==> config.mk <==
export PLATFORM = sky130hd
export DESIGN_NAME = adc_set_router
export DESIGN_NICKNAME = d
export VERILOG_FILES = /design/src/rtl/adc_set_router_pkg.sv /design/src/rtl/adc_map_check.sv /design/src/rtl/adc_set_router.sv
export SDC_FILE = /design/constraint.sdc
export NUM_CORES = 1
export LEC_CHECK = 0
export CAP_MARGIN = 20
export CORE_ASPECT_RATIO = 1.25
export CORE_MARGIN = 2
export CORE_UTILIZATION = 47
export DETAILED_ROUTE_END_ITERATION = 10
export PLACE_DENSITY = 0.72
export SYNTH_ARGS = -nofsm -noshare
export SYNTH_HDL_FRONTEND = slang
export SYNTH_SLANG_ARGS = --single-unit
==> constraint.sdc <==
create_clock -name adcClk -period 4.9 [get_ports adcClk]
set_input_delay 0.735 -clock adcClk [delete_from_list [all_inputs] [get_ports adcClk]]
set_output_delay 0.735 -clock adcClk [all_outputs]
set_load 0.005 [all_outputs]
==> src/rtl/adc_set_router_pkg.sv <==
// Shared definitions for the ADC channel set router.
// Contents:
//   mode_e          - output mode encodings on the 2-bit mode port
//   state_e         - map-switch FSM state encodings
//   reset_map_index - source channel for output k in the map that is
//                     loaded at reset (identity or reversed)
`timescale 1ns/1ps
package adc_set_router_pkg;

    typedef enum logic [1:0] {
        MODE_ROUTE    = 2'd0,
        MODE_ZERO     = 2'd1,
        MODE_RAMP     = 2'd2,
        MODE_ZERO_ALT = 2'd3
    } mode_e;

    typedef enum logic [1:0] {
        ST_IDLE  = 2'd0,
        ST_ARMED = 2'd1,
        ST_BLANK = 2'd2
    } state_e;

    function automatic int reset_map_index(input int k, input int count, input bit reverse);
        int idx;
        if (reverse) begin
            idx = count - 32'sd1 - k;
        end else begin
            idx = k;
        end
        return idx;
    endfunction

endpackage

==> src/rtl/adc_map_check.sv <==
// Combinational validation of a routing map.
// A map is legal when every field addresses an existing channel and no two
// fields name the same source channel (the map must be a permutation).
// Ports:
//   map_fields [CHANNEL_COUNT*SEL_WIDTH] - flat map, field k in bits k*SEL_WIDTH
//   map_valid                            - high when the map is legal
`timescale 1ns/1ps
module adc_map_check
    import adc_set_router_pkg::*;
#(
    parameter int CHANNEL_COUNT = 8,
    parameter int SEL_WIDTH     = $clog2(CHANNEL_COUNT)
) (
    input  logic [CHANNEL_COUNT*SEL_WIDTH-1:0] map_fields,
    output logic                               map_valid
);

    logic map_ok_s;

    // Range check on every field plus pairwise duplicate check.
    always_comb begin
        map_ok_s = 1'b1;
        for (int i = 0; i < CHANNEL_COUNT; i++) begin
            if (32'(map_fields[i*SEL_WIDTH +: SEL_WIDTH]) >= 32'(CHANNEL_COUNT)) begin
                map_ok_s = 1'b0;
            end else begin
                map_ok_s = map_ok_s;
            end
            for (int j = i + 1; j < CHANNEL_COUNT; j++) begin
                if (map_fields[i*SEL_WIDTH +: SEL_WIDTH] == map_fields[j*SEL_WIDTH +: SEL_WIDTH]) begin
                    map_ok_s = 1'b0;
                end else begin
                    map_ok_s = map_ok_s;
                end
            end
        end
    end

    assign map_valid = map_ok_s;

endmodule

==> src/rtl/adc_set_router.sv <==
// ADC channel set router with timing-event synchronised map switching.
// A new map is staged with mapLoad and becomes active on the next
// syncStrobe; after a switch, BLANK_CYCLES words are marked invalid so
// downstream sees a clean break between the old and new channel sets.
// Optional feature macro: ADC_SET_ROUTER_TEST_PATTERN_EN (mode 2 ramp).
// Ports:
//   adcClk, adcReset (sync, active high)
//   adcData/adcValid            - flat input channel bus and qualifier
//   mapStage/mapLoad/syncStrobe - staged map, load strobe, switch strobe
//   mode                        - 0 route, 1/3 zero, 2 ramp (or zero)
//   routedData/routedValid      - output bus, 2 cycles after input
//   armed, mapError, loadRejected, switchCount - status
`timescale 1ns/1ps
module adc_set_router
    import adc_set_router_pkg::*;
#(
    parameter int    CHANNEL_COUNT     = 8,
    parameter int    DATA_WIDTH        = 32,
    parameter int    SEL_WIDTH         = $clog2(CHANNEL_COUNT),
    parameter int    BLANK_CYCLES      = 4,
    parameter string RESET_MAP_REVERSE = "FALSE"
) (
    input  logic                                adcClk,
    input  logic                                adcReset,
    input  logic [CHANNEL_COUNT*DATA_WIDTH-1:0] adcData,
    input  logic                                adcValid,
    input  logic [CHANNEL_COUNT*SEL_WIDTH-1:0]  mapStage,
    input  logic                                mapLoad,
    input  logic                                syncStrobe,
    input  logic [1:0]                          mode,
    output logic [CHANNEL_COUNT*DATA_WIDTH-1:0] routedData,
    output logic                                routedValid,
    output logic                                armed,
    output logic                                mapError,
    output logic                                loadRejected,
    output logic [15:0]                         switchCount
);

    localparam int BUS_W       = CHANNEL_COUNT * DATA_WIDTH;
    localparam int MAP_W       = CHANNEL_COUNT * SEL_WIDTH;
    localparam bit REVERSE_MAP = (RESET_MAP_REVERSE == "TRUE");

    state_e             state_r;
    logic [MAP_W-1:0]   pending_r;
    logic [MAP_W-1:0]   active_r;
    logic [7:0]         blank_cnt_r;
    logic [15:0]        switch_count_r;
    logic               armed_r;
    logic               map_error_r;
    logic               load_rejected_r;
    logic [BUS_W-1:0]   s1_data_r;
    logic               s1_valid_r;
    logic [BUS_W-1:0]   routed_data_r;
    logic               routed_valid_r;

    logic [MAP_W-1:0]   reset_map_s;
    logic               map_ok_s;
    logic [BUS_W-1:0]   routed_s;
    logic [BUS_W-1:0]   stage_data_s;

    adc_map_check #(
        .CHANNEL_COUNT (CHANNEL_COUNT),
        .SEL_WIDTH     (SEL_WIDTH)
    ) u_map_check (
        .map_fields (mapStage),
        .map_valid  (map_ok_s)
    );

    // Map put in force by reset (identity or reversed).
    always_comb begin
        reset_map_s = {MAP_W{1'b0}};
        for (int k = 0; k < CHANNEL_COUNT; k++) begin
            reset_map_s[k*SEL_WIDTH +: SEL_WIDTH] =
                SEL_WIDTH'(reset_map_index(k, CHANNEL_COUNT, REVERSE_MAP));
        end
    end

    // Crossbar: output channel k takes input channel active_r[k].
    always_comb begin
        routed_s = {BUS_W{1'b0}};
        for (int k = 0; k < CHANNEL_COUNT; k++) begin
            routed_s[k*DATA_WIDTH +: DATA_WIDTH] =
                adcData[int'(active_r[k*SEL_WIDTH +: SEL_WIDTH])*DATA_WIDTH +: DATA_WIDTH];
        end
    end

`ifdef ADC_SET_ROUTER_TEST_PATTERN_EN
    logic [DATA_WIDTH-1:0] ramp_r;
    logic [BUS_W-1:0]      ramp_data_s;

    // Ramp pattern: channel k carries counter + k.
    always_comb begin
        ramp_data_s = {BUS_W{1'b0}};
        for (int k = 0; k < CHANNEL_COUNT; k++) begin
            ramp_data_s[k*DATA_WIDTH +: DATA_WIDTH] = ramp_r + DATA_WIDTH'(k);
        end
    end

    // Ramp counter advances once per qualified input word.
    always_ff @(posedge adcClk) begin
        if (adcReset) begin
            ramp_r <= {DATA_WIDTH{1'b0}};
        end else if (adcValid) begin
            ramp_r <= ramp_r + {{(DATA_WIDTH-1){1'b0}}, 1'b1};
        end else begin
            ramp_r <= ramp_r;
        end
    end
`endif

    // Mode selection for the word entering the first pipeline stage.
    always_comb begin
        stage_data_s = {BUS_W{1'b0}};
        case (mode_e'(mode))
            MODE_ROUTE:    stage_data_s = routed_s;
            MODE_ZERO:     stage_data_s = {BUS_W{1'b0}};
`ifdef ADC_SET_ROUTER_TEST_PATTERN_EN
            MODE_RAMP:     stage_data_s = ramp_data_s;
`else
            MODE_RAMP:     stage_data_s = {BUS_W{1'b0}};
`endif
            MODE_ZERO_ALT: stage_data_s = {BUS_W{1'b0}};
            default:       stage_data_s = {BUS_W{1'b0}};
        endcase
    end

    // Map-switch FSM with registered status outputs.
    always_ff @(posedge adcClk) begin
        if (adcReset) begin
            state_r         <= ST_IDLE;
            pending_r       <= reset_map_s;
            active_r        <= reset_map_s;
            blank_cnt_r     <= 8'd0;
            switch_count_r  <= 16'd0;
            armed_r         <= 1'b0;
            map_error_r     <= 1'b0;
            load_rejected_r <= 1'b0;
        end else begin
            map_error_r     <= 1'b0;
            load_rejected_r <= 1'b0;
            case (state_r)
                ST_IDLE: begin
                    if (mapLoad) begin
                        if (map_ok_s) begin
                            pending_r <= mapStage;
                            state_r   <= ST_ARMED;
                            armed_r   <= 1'b1;
                        end else begin
                            map_error_r <= 1'b1;
                        end
                    end
                end
                ST_ARMED: begin
                    // A load in the same cycle as the strobe wins over the switch.
                    if (mapLoad) begin
                        if (map_ok_s) begin
                            pending_r <= mapStage;
                        end else begin
                            map_error_r <= 1'b1;
                        end
                    end else if (syncStrobe) begin
                        active_r       <= pending_r;
                        switch_count_r <= switch_count_r + 16'd1;
                        state_r        <= ST_BLANK;
                        armed_r        <= 1'b0;
                        blank_cnt_r    <= 8'(BLANK_CYCLES - 1);
                    end
                end
                ST_BLANK: begin
                    if (mapLoad) begin
                        load_rejected_r <= 1'b1;
                    end
                    if (blank_cnt_r == 8'd0) begin
                        state_r <= ST_IDLE;
                    end else begin
                        blank_cnt_r <= blank_cnt_r - 8'd1;
                    end
                end
                default: begin
                    state_r <= ST_IDLE;
                    armed_r <= 1'b0;
                end
            endcase
        end
    end

    // Two-stage data pipeline. Blanking is applied to words sampled while
    // in BLANK, so exactly BLANK_CYCLES output words are suppressed and the
    // first words through the new map are the ones dropped.
    always_ff @(posedge adcClk) begin
        if (adcReset) begin
            s1_data_r      <= {BUS_W{1'b0}};
            s1_valid_r     <= 1'b0;
            routed_data_r  <= {BUS_W{1'b0}};
            routed_valid_r <= 1'b0;
        end else begin
            s1_data_r      <= stage_data_s;
            s1_valid_r     <= adcValid & (state_r != ST_BLANK);
            routed_data_r  <= s1_data_r;
            routed_valid_r <= s1_valid_r;
        end
    end

    assign routedData   = routed_data_r;
    assign routedValid  = routed_valid_r;
    assign armed        = armed_r;
    assign mapError     = map_error_r;
    assign loadRejected = load_rejected_r;
    assign switchCount  = switch_count_r;

endmodule

==> flow_metrics.py, run 1 <==
metrics = {
    "status": {
        "status": "finished clean",
    },
    "layout": {
        "nets": 3194,
        "layout_common_cells": "567 x dfxtp_1, 561 x clkdlybuf4s50_1, 512 x mux4_2",
        "layout_commonest_cell": "dfxtp_1",
        "design_area_um2": 40200,
        "area_growth_pct": 25.3,
        "drive_gt1_share_pct": 23.1,
    },
    "setup_path": {
        "critPathSlowestCell": "clkdlybuf4s50_1",
        "path_max_fanout": 25,
        "arrival_ns": 3.23,
        "cp_num_buf_inv": 2,
        "crit_chain": "clkdlybuf4s50_1 -> xor2_2 -> nor4_1 -> a311oi_1 -> nand3_1 -> nor3_4 -> buf_4 -> mux2i_1",
        "crit_path_end_kind": "register",
        "crit_family": "buffers and inverters",
        "start_kind": "input pin",
        "crit_required_ns": 5.43,
        "worstSetupPathType": "in -> reg",
        "critPathMaxStageDelay_ns": 0.84,
    },
    "detailed_routing": {
        "drc": 0,
        "vias": 24000,
        "drt_iter0_markers": 2479,
        "firstDrtPassIters": 5,
        "avgRoutedWirePerCell_um": 28.1,
        "drt_wl_total_um": 108000,
        "avgViaCountPerCell": 6.24,
        "ant_nets": 0,
    },
    "die": {
        "die-area_um2": 70400,
        "fp.dieH_um": 296,
        "fp-row-count": 107,
        "die_x_um": 238,
        "io_pins": 563,
        "core_area_um2": 67900,
        "start_util_pct": 47.3,
    },
    "hold_path": {
        "hold_path_class": "reg -> reg",
    },
    "clocking": {
        "cts_setup_buffers": 0,
        "cts.sinks": 591,
        "insertion_delay_ns": 0.64,
        "clk_pin_slew_worst_paths_ns": 0.06,
        "cts_buffers": 60,
        "cts-root-buf": "clkbuf_16",
        "htree_levels": 2,
        "cts_tree": "built",
        "cts_buffer_depth": 3,
        "post_cts_resized": 0,
        "cts_hold_buf": 0,
    },
    "timing": {
        "slew_viol_final": 0,
        "max_freq_ghz": 0.371,
        "skew_ns": 0.0348,
        "setup_violations": 0,
        "finalCritPeriodShare_pct": 55.0,
        "fin_tns_setup_ns": 0,
        "post-route-min-period_ns": 2.70,
        "maxSlewHeadroom_pct": 29.4,
        "finalHoldViolCount": 0,
        "rsz0062_at_grt": "false",
        "tightest_slew_ns": 1.06,
    },
    "power": {
        "vdd_ir_drop_max_mv": 0.253,
        "fin_total_pwr_mw": 10.9,
        "power_density_nw_per_um2": 272,
        "p_leak_nw": 14.7,
    },
    "place": {
        "portBuffers": 562,
        "place.gp.congestion": 0.862,
        "place_area_um2": 38100,
        "dp_hpwl_um": 69500,
    },
    "global_routing": {
        "grt_antenna_before_repair": 26,
        "grtUsageTotal_pct": 30.1,
        "grt_pass1_wl_um": 158000,
        "grt_pass1_vias": 24600,
        "grt_overflow": 0,
        "grt_max_degree": 183,
    },
    "run": {
        "cap_viol_max_count": 0,
    },
    "synthesis": {
        "yosysSeqAreaShare_pct": 36.9,
        "netlist_area_um2": 32100,
        "synthFlopType": "dfxtp_1",
        "synth_edf_count": 0,
        "synth.net_count": 2788,
        "synth_cells": 2498,
        "synthDistinctLibCells": 43,
        "async_flop_share_pct": 0,
        "ys_seq_elements": 591,
        "syn-mean-instance-area_um2": 12.9,
        "yosys_warnings": 0,
    },
}
==> stage by stage <==
step	hold slack [ns]	setup slack (ns)	cells	util (%)
6_report	0.429	2.20	3847	59.2
3_5_place_dp	0.420	1.56	3712	56.1
2_1_floorplan	0.414	2.55	2498	-
3_3_place_gp	0.419	1.60	3712	56.1
5_1_grt	0.446	2.02	3844	59.2
4_1_cts	0.430	2.19	3825	59.1
==> worst register-to-register path: cells and delay by family (launching register included) <==
family,cells,cell delay (ns)
flops,1,0.46
compound gates,1,0.18
simple gates,5,1.76
==> worst paths after layout <==
path           startpoint             end  slack [ns]  cells past startpoint
max           mapStage[1]    pending_r[9]        2.20                      8
min reg2reg  s1_data_r[1]   routedData[1]        0.43                      1
min          s1_data_r[1]   routedData[1]        0.43                      1
max reg2reg    state_r[0]  blank_cnt_r[6]        2.43                      6
==> metal layers <==
layer | track usage (%) | share of wire [%] | up-vias
li1 | - | - | 10100
met5 | 0 | 0.11 | -
met1 | 36.6 | 36 | 12100
met3 | 6.68 | 9.0 | 324
met4 | 15.8 | 5.3 | 20
met2 | 50.3 | 49 | 1422
==> cells in the mapped netlist (3+ instances only) <==
cell type,n,area [um^2]
buf_2,43,215
buf_4,22,165
inv_1,5,18.8
clkbuf_1,137,514
ha_1,3,37.5
a21oi_1,15,75.1
nand3b_1,12,90.1
nor3_1,26,130
nor4_2,4,50.1
nor2b_1,261,1630
a31oi_1,4,25.0
nor4_1,3,18.8
nand2_1,61,229
nor2_1,310,1160
xnor2_1,19,166
mux2i_1,280,2800
nand2b_1,26,163
nand3_1,8,40.0
nand4_1,5,31.3
mux4_2,512,11500
dfxtp_1,591,11800
buf_1,40,150
xor2_1,82,718
==> registers in the layout (all words and copies together), names as in the netlist <==
register / count
armed: 1
s1_valid_r: 1
pending_r: 24
mapError: 1
switchCount: 16
s1_data_r: 256
blank_cnt_r: 8
routedData: 256
routedValid: 1
state_r: 2
loadRejected: 1
active_r: 24
==> kinds of logic after synthesis <==
group	after synthesis	synth area share [%]
AO/OA/AOI/OAI	27	0.592
XOR/XNOR	103	2.86
adder cells (fa/ha/maj)	3	0.117
buffers and inverters	251	3.48
flip-flops	591	36.9
multiplexers	792	44.7
AND/OR/NAND/NOR	731	11.4
==> area by class of cell <==
type,count,area [um^2]
fillers,5314,27700
multi-input cells,1656,19200
flip-flops and latches,591,11900
repair buffers,590,5950
clock buffers,78,1690
well taps,872,1090
clock inverters,35,323
diodes,20,50.0
inverters,5,18.8
==> power breakdown <==
| part | leakage, nW | internal [mW] | switching [mW] |
|---|---|---|---|
| Sequential | 4.80 | 4.89 | 0.0462 |
| Clock | 0.980 | 2.62 | 2.06 |
| Combinational | 8.90 | 0.736 | 0.569 |
| Total | 14.7 | 8.25 | 2.68 |
Power figures use the tool's default switching activity.
==> run 2, diff against run 1 <==
--- a/config.mk
+++ b/config.mk
@@ -10,7 +10,7 @@
 export CORE_MARGIN = 2
 export CORE_UTILIZATION = 47
 export DETAILED_ROUTE_END_ITERATION = 10
-export PLACE_DENSITY = 0.72
+export PLACE_DENSITY = 0.75
 export SYNTH_ARGS = -nofsm -noshare
 export SYNTH_HDL_FRONTEND = slang
 export SYNTH_SLANG_ARGS = --single-unit
==> constraint.sdc (replaced) <==
create_clock -name adcClk -period 2.3 [get_ports adcClk]
set_input_delay 0.345 -clock adcClk [delete_from_list [all_inputs] [get_ports adcClk]]
set_output_delay 0.345 -clock adcClk [all_outputs]
set_load 0.005 [all_outputs]
==> flow_metrics.py, run 2 (same netlist as run 1, synthesis figures left out) <==
metrics = {
    "status": {
        "status": "finished clean",
    },
    "layout": {
        "stdcell_count": 3926,
        "layout_common_cells": "567 x dfxtp_1, 561 x clkdlybuf4s50_1, 512 x mux4_2",
        "layout_commonest_cell": "dfxtp_1",
        "final_util_pct": 61.0,
        "drive_gt1_share_pct": 25.1,
        "area_growth_pct": 29.1,
        "nets": 3275,
    },
    "run": {
        "cap_viol_max_count": 0,
    },
    "clocking": {
        "cts_setup_buffers": 0,
        "post_cts_resized": 0,
        "cts_buffer_depth": 3,
        "insertion_delay_ns": 0.65,
        "htree_levels": 2,
        "cts_hold_buf": 0,
        "cts.sinks": 591,
        "cts_tree": "built",
        "cts_buffers": 60,
        "cts-root-buf": "clkbuf_16",
        "clk_pin_slew_worst_paths_ns": 0.06,
    },
    "power": {
        "vdd_ir_drop_max_mv": 0.502,
        "p_leak_nw": 15.3,
        "power_density_nw_per_um2": 576,
        "fin_total_pwr_mw": 23.9,
    },
    "die": {
        "die_x_um": 238,
        "fp.dieH_um": 296,
        "core_area_um2": 67900,
        "die-area_um2": 70400,
        "start_util_pct": 47.3,
        "fp-row-count": 107,
        "io_pins": 563,
    },
    "timing": {
        "post-route-min-period_ns": 2.07,
        "setup_violations": 0,
        "fin_tns_setup_ns": 0,
        "skew_ns": 0.0475,
        "tightest_slew_ns": 0.840,
        "maxSlewHeadroom_pct": 44.0,
        "finalCritPeriodShare_pct": 90.1,
        "hold_slack_ns": 0.0914,
        "max_freq_ghz": 0.483,
        "slew_viol_final": 0,
        "finalHoldViolCount": 0,
        "rsz0062_at_grt": "false",
    },
    "setup_path": {
        "path_max_fanout": 6,
        "crit_chain": "or4_1 -> o41ai_4 -> nand2_2 -> buf_4 -> nand4b_1 -> xor2_1 -> nor2_1",
        "start_kind": "register",
        "critPathSlowestCell": "or4_1",
        "critPathMaxStageDelay_ns": 0.63,
        "arrival_ns": 2.57,
        "crit_path_end_kind": "register",
        "worstSetupPathType": "reg -> reg",
        "crit_required_ns": 2.79,
    },
    "detailed_routing": {
        "top_layer_used": "met5",
        "drc": 0,
        "vias": 24200,
        "met3WireLength_um": 9580,
        "firstDrtPassIters": 5,
        "met1_length_um": 38700,
        "ant_nets": 0,
        "drt_iter0_markers": 2757,
        "avgRoutedWirePerCell_um": 27.3,
        "drt_wl_total_um": 107000,
        "avgViaCountPerCell": 6.17,
        "met2_length_um": 52700,
    },
    "global_routing": {
        "grt_pass1_vias": 25100,
        "grtUsageTotal_pct": 30.0,
        "grt_pass1_wl_um": 159000,
        "grt_antenna_before_repair": 23,
        "grt_max_degree": 168,
        "grt_overflow": 0,
    },
    "place": {
        "dp_hpwl_um": 73500,
        "portBuffers": 562,
        "place.gp.congestion": 0.884,
        "placedCellCount": 3795,
    },
    "hold_path": {
        "hold_path_class": "in -> reg",
    },
}
-- run 2: cell count changes in the layout (fill, tap and decap cells not counted) --
cell,change
buf_12,+42
buf_4,+40
bufinv_16,+7
clkbuf_8,-4
clkinv_2,-3
buf_16,-1
clkbuf_16,-1
clkinv_4,+1
inv_4,-1
inv_8,-1
-- run 2: per-layer routing --
layer / vias up / GRT usage, %
met5: - / 0
met4: 22 / 17.1
met3: 362 / 6.69
met2: 1372 / 49.7
met1: 12200 / 36.5
li1: 10300 / -
-- run 2: power by group --
group	switching, mW	total (mW)	internal (mW)
clock network	4.31	10.5	6.15
registers	0.0803	10.5	10.4
logic	1.25	2.91	1.66
total	5.64	23.9	18.2
-- run 2: through the flow --
stage | worst slack, ns | area, um^2
6_report | 0.228 | 41400
3_5_place_dp | -0.299 | 39300
2_1_floorplan | 0.341 | 32100
5_1_grt | 0.131 | 41400
4_1_cts | 0.221 | 41400
3_3_place_gp | -0.294 | 39300
-- run 2: layout make-up --
class	instances	area (um^2)
clock buffers	73	1610
well taps	872	1090
flip-flops and latches	591	11900
inverters	5	18.8
diodes	20	50.0
clock inverters	38	509
fillers	5284	26500
multi-input cells	1656	19200
repair buffers	671	7060
-- run 2: worst paths after layout --
kind	startpoint	slack (ns)	cells after the start	to
min reg2reg	s1_data_r[5]	0.42	1	routedData[5]
min	adcReset	0.09	2	active_r[5]
max	blank_cnt_r[2]	0.23	7	blank_cnt_r[5]
max reg2reg	blank_cnt_r[2]	0.23	7	blank_cnt_r[5]
-- run 2: critical path: cells and delay by family (launching register included) --
kind | cells | cell delay [ns]
xor+xnor | 1 | 0.16
simple gates | 4 | 0.89
buf+inv | 1 | 0.16
compound gates | 1 | 0.39
flops | 1 | 0.35
==> run 3, diff against run 2 <==
--- a/config.mk
+++ b/config.mk
@@ -9,6 +9,7 @@
 export CORE_ASPECT_RATIO = 1.25
 export CORE_MARGIN = 2
 export CORE_UTILIZATION = 47
+export CTS_CLUSTER_SIZE = 12
 export DETAILED_ROUTE_END_ITERATION = 10
 export PLACE_DENSITY = 0.75
 export SYNTH_ARGS = -nofsm -noshare
==> flow_metrics.py, run 3 (same netlist as run 1, synthesis figures left out) <==
metrics = {
    "clocking": {
        "cts_buffers": 61,
        "cts_tree": "built",
        "cts_setup_buffers": 0,
        "insertion_delay_ns": 0.65,
        "cts_hold_buf": 0,
        "cts-root-buf": "clkbuf_16",
        "clk_pin_slew_worst_paths_ns": 0.06,
        "cts_buffer_depth": 3,
        "post_cts_resized": 0,
        "cts.sinks": 591,
        "htree_levels": 2,
    },
    "timing": {
        "finalHoldViolCount": 0,
        "tightest_slew_ns": 1.02,
        "post-route-min-period_ns": 2.08,
        "finalCritPeriodShare_pct": 90.6,
        "skew_ns": 0.0542,
        "fin_tns_setup_ns": 0,
        "max_freq_ghz": 0.480,
        "rsz0062_at_grt": "false",
        "slew_viol_final": 0,
        "setup_violations": 0,
        "maxSlewHeadroom_pct": 32.3,
        "timing.final.ws_setup_ns": 0.216,
    },
    "setup_path": {
        "crit_family": "simple AND/OR/NAND/NOR gates",
        "crit_path_end_kind": "register",
        "crit_required_ns": 2.79,
        "regToRegSetupSlack_ns": 0.22,
        "cp_num_buf_inv": 1,
        "path_max_fanout": 6,
        "worstReg2RegStart": "blank_cnt_r[2]",
        "worstSetupPathType": "reg -> reg",
        "arrival_ns": 2.58,
        "worst-path-stages": 7,
        "reg2reg_to": "blank_cnt_r[5]",
        "crit_path_start": "blank_cnt_r[2]",
        "critPathSlowestCell": "or4_1",
        "start_kind": "register",
        "crit_chain": "or4_1 -> o41ai_4 -> nand2_2 -> buf_4 -> nand4b_1 -> xor2_1 -> nor2_1",
        "critPathMaxStageDelay_ns": 0.63,
        "rr_worst_depth": 7,
        "setup.worst_path.end": "blank_cnt_r[5]",
    },
    "power": {
        "vdd_ir_drop_max_mv": 0.638,
        "power_density_nw_per_um2": 554,
        "p_leak_nw": 15.2,
        "fin_total_pwr_mw": 22.8,
    },
    "layout": {
        "layout_commonest_cell": "dfxtp_1",
        "nets": 3276,
        "area_growth_pct": 28.3,
        "drive_gt1_share_pct": 24.7,
        "fill_cells": 5321,
        "design_area_um2": 41200,
        "layout_common_cells": "567 x dfxtp_1, 561 x clkdlybuf4s50_1, 512 x mux4_2",
    },
    "detailed_routing": {
        "drt_wl_total_um": 107000,
        "avgViaCountPerCell": 6.20,
        "ant_nets": 0,
        "avgRoutedWirePerCell_um": 27.4,
        "vias": 24300,
        "drc": 0,
        "firstDrtPassIters": 5,
        "drt_iter0_markers": 2641,
    },
    "run": {
        "cap_viol_max_count": 0,
    },
    "global_routing": {
        "grt_use_met3_pct": 6.76,
        "grt_antenna_before_repair": 26,
        "busiest_layer": "met2",
        "gr-usage-met1_pct": 36.5,
        "met2_usage_pct": 49.3,
        "grt_pass1_wl_um": 159000,
        "grt_overflow": 0,
        "grt_max_degree": 168,
        "grt_pass1_vias": 25100,
        "grtUsageTotal_pct": 30.1,
    },
    "place": {
        "portBuffers": 562,
        "dp_slack_ns": -0.299,
        "place_area_um2": 39300,
        "dp_hpwl_um": 73500,
        "place.gp.congestion": 0.884,
    },
    "hold_path": {
        "holdPathStages": 2,
        "hold_path_class": "in -> reg",
    },
    "die": {
        "die-area_um2": 70400,
        "start_util_pct": 47.3,
        "core_area_um2": 67900,
        "fp.dieH_um": 296,
        "fp-row-count": 107,
        "die_x_um": 238,
        "io_pins": 563,
    },
    "status": {
        "status": "finished clean",
    },
}
run 3: cell types whose count changed in the layout (fill, tap and decap cells not counted), sizes merged:
cell	before	now
bufinv	10	1
clkbuf	73	82
diode	20	21
inv	9	6
clkinvlp	8	1
clkinv	16	12
run 3: power by group:
| part | internal (mW) | switching (mW) | leakage, nW |
|---|---|---|---|
| Clock | 5.33 | 4.08 | 0.926 |
| Combinational | 1.66 | 1.25 | 9.46 |
| Sequential | 10.4 | 0.0798 | 4.80 |
run 3: per-layer routing:
metal  part of all wire [%]  vias up
met5                   0.14        -
met4                    6.0       22
met3                    8.8      379
met2                     49     1388
met1                     36    12200
li1                       -    10300
run 3: worst min path at each step:
| stage | from | endpoint | slack, ns |
|---|---|---|---|
| 3_5_place_dp | s1_data_r[226] | routedData[226] | 0.42 |
| 6_report | adcReset | active_r[5] | 0.09 |
| 3_3_place_gp | s1_data_r[25] | routedData[25] | 0.42 |
| 2_1_floorplan | s1_data_r[0] | routedData[0] | 0.41 |
| 5_1_grt | adcReset | active_r[5] | 0.1 |
| 4_1_cts | adcReset | active_r[5] | 0.07 |
run 3: through the flow:
| step | hold WS (ns) | instances | utilization [%] |
|---|---|---|---|
| after floorplan | 0.414 | 2498 | - |
| after global placement | 0.418 | 3795 | 57.8 |
| after detailed placement | 0.420 | 3795 | 57.8 |
| after CTS | 0.0742 | 3892 | 60.6 |
| after global routing | 0.0986 | 3904 | 60.6 |
| final | 0.0920 | 3913 | 60.7 |
run 3: final cells by class:
type,count,area (um^2),area share (%)
multi-input combinational,1656,19200,46.5
sequential,591,11900,29.0
timing repair buffer,671,7060,17.1
clock buffer,82,1740,4.22
tap,872,1090,2.65
clock inverter,15,131,0.319
antenna,21,52.6,0.128
inverter,5,18.8,0.0456
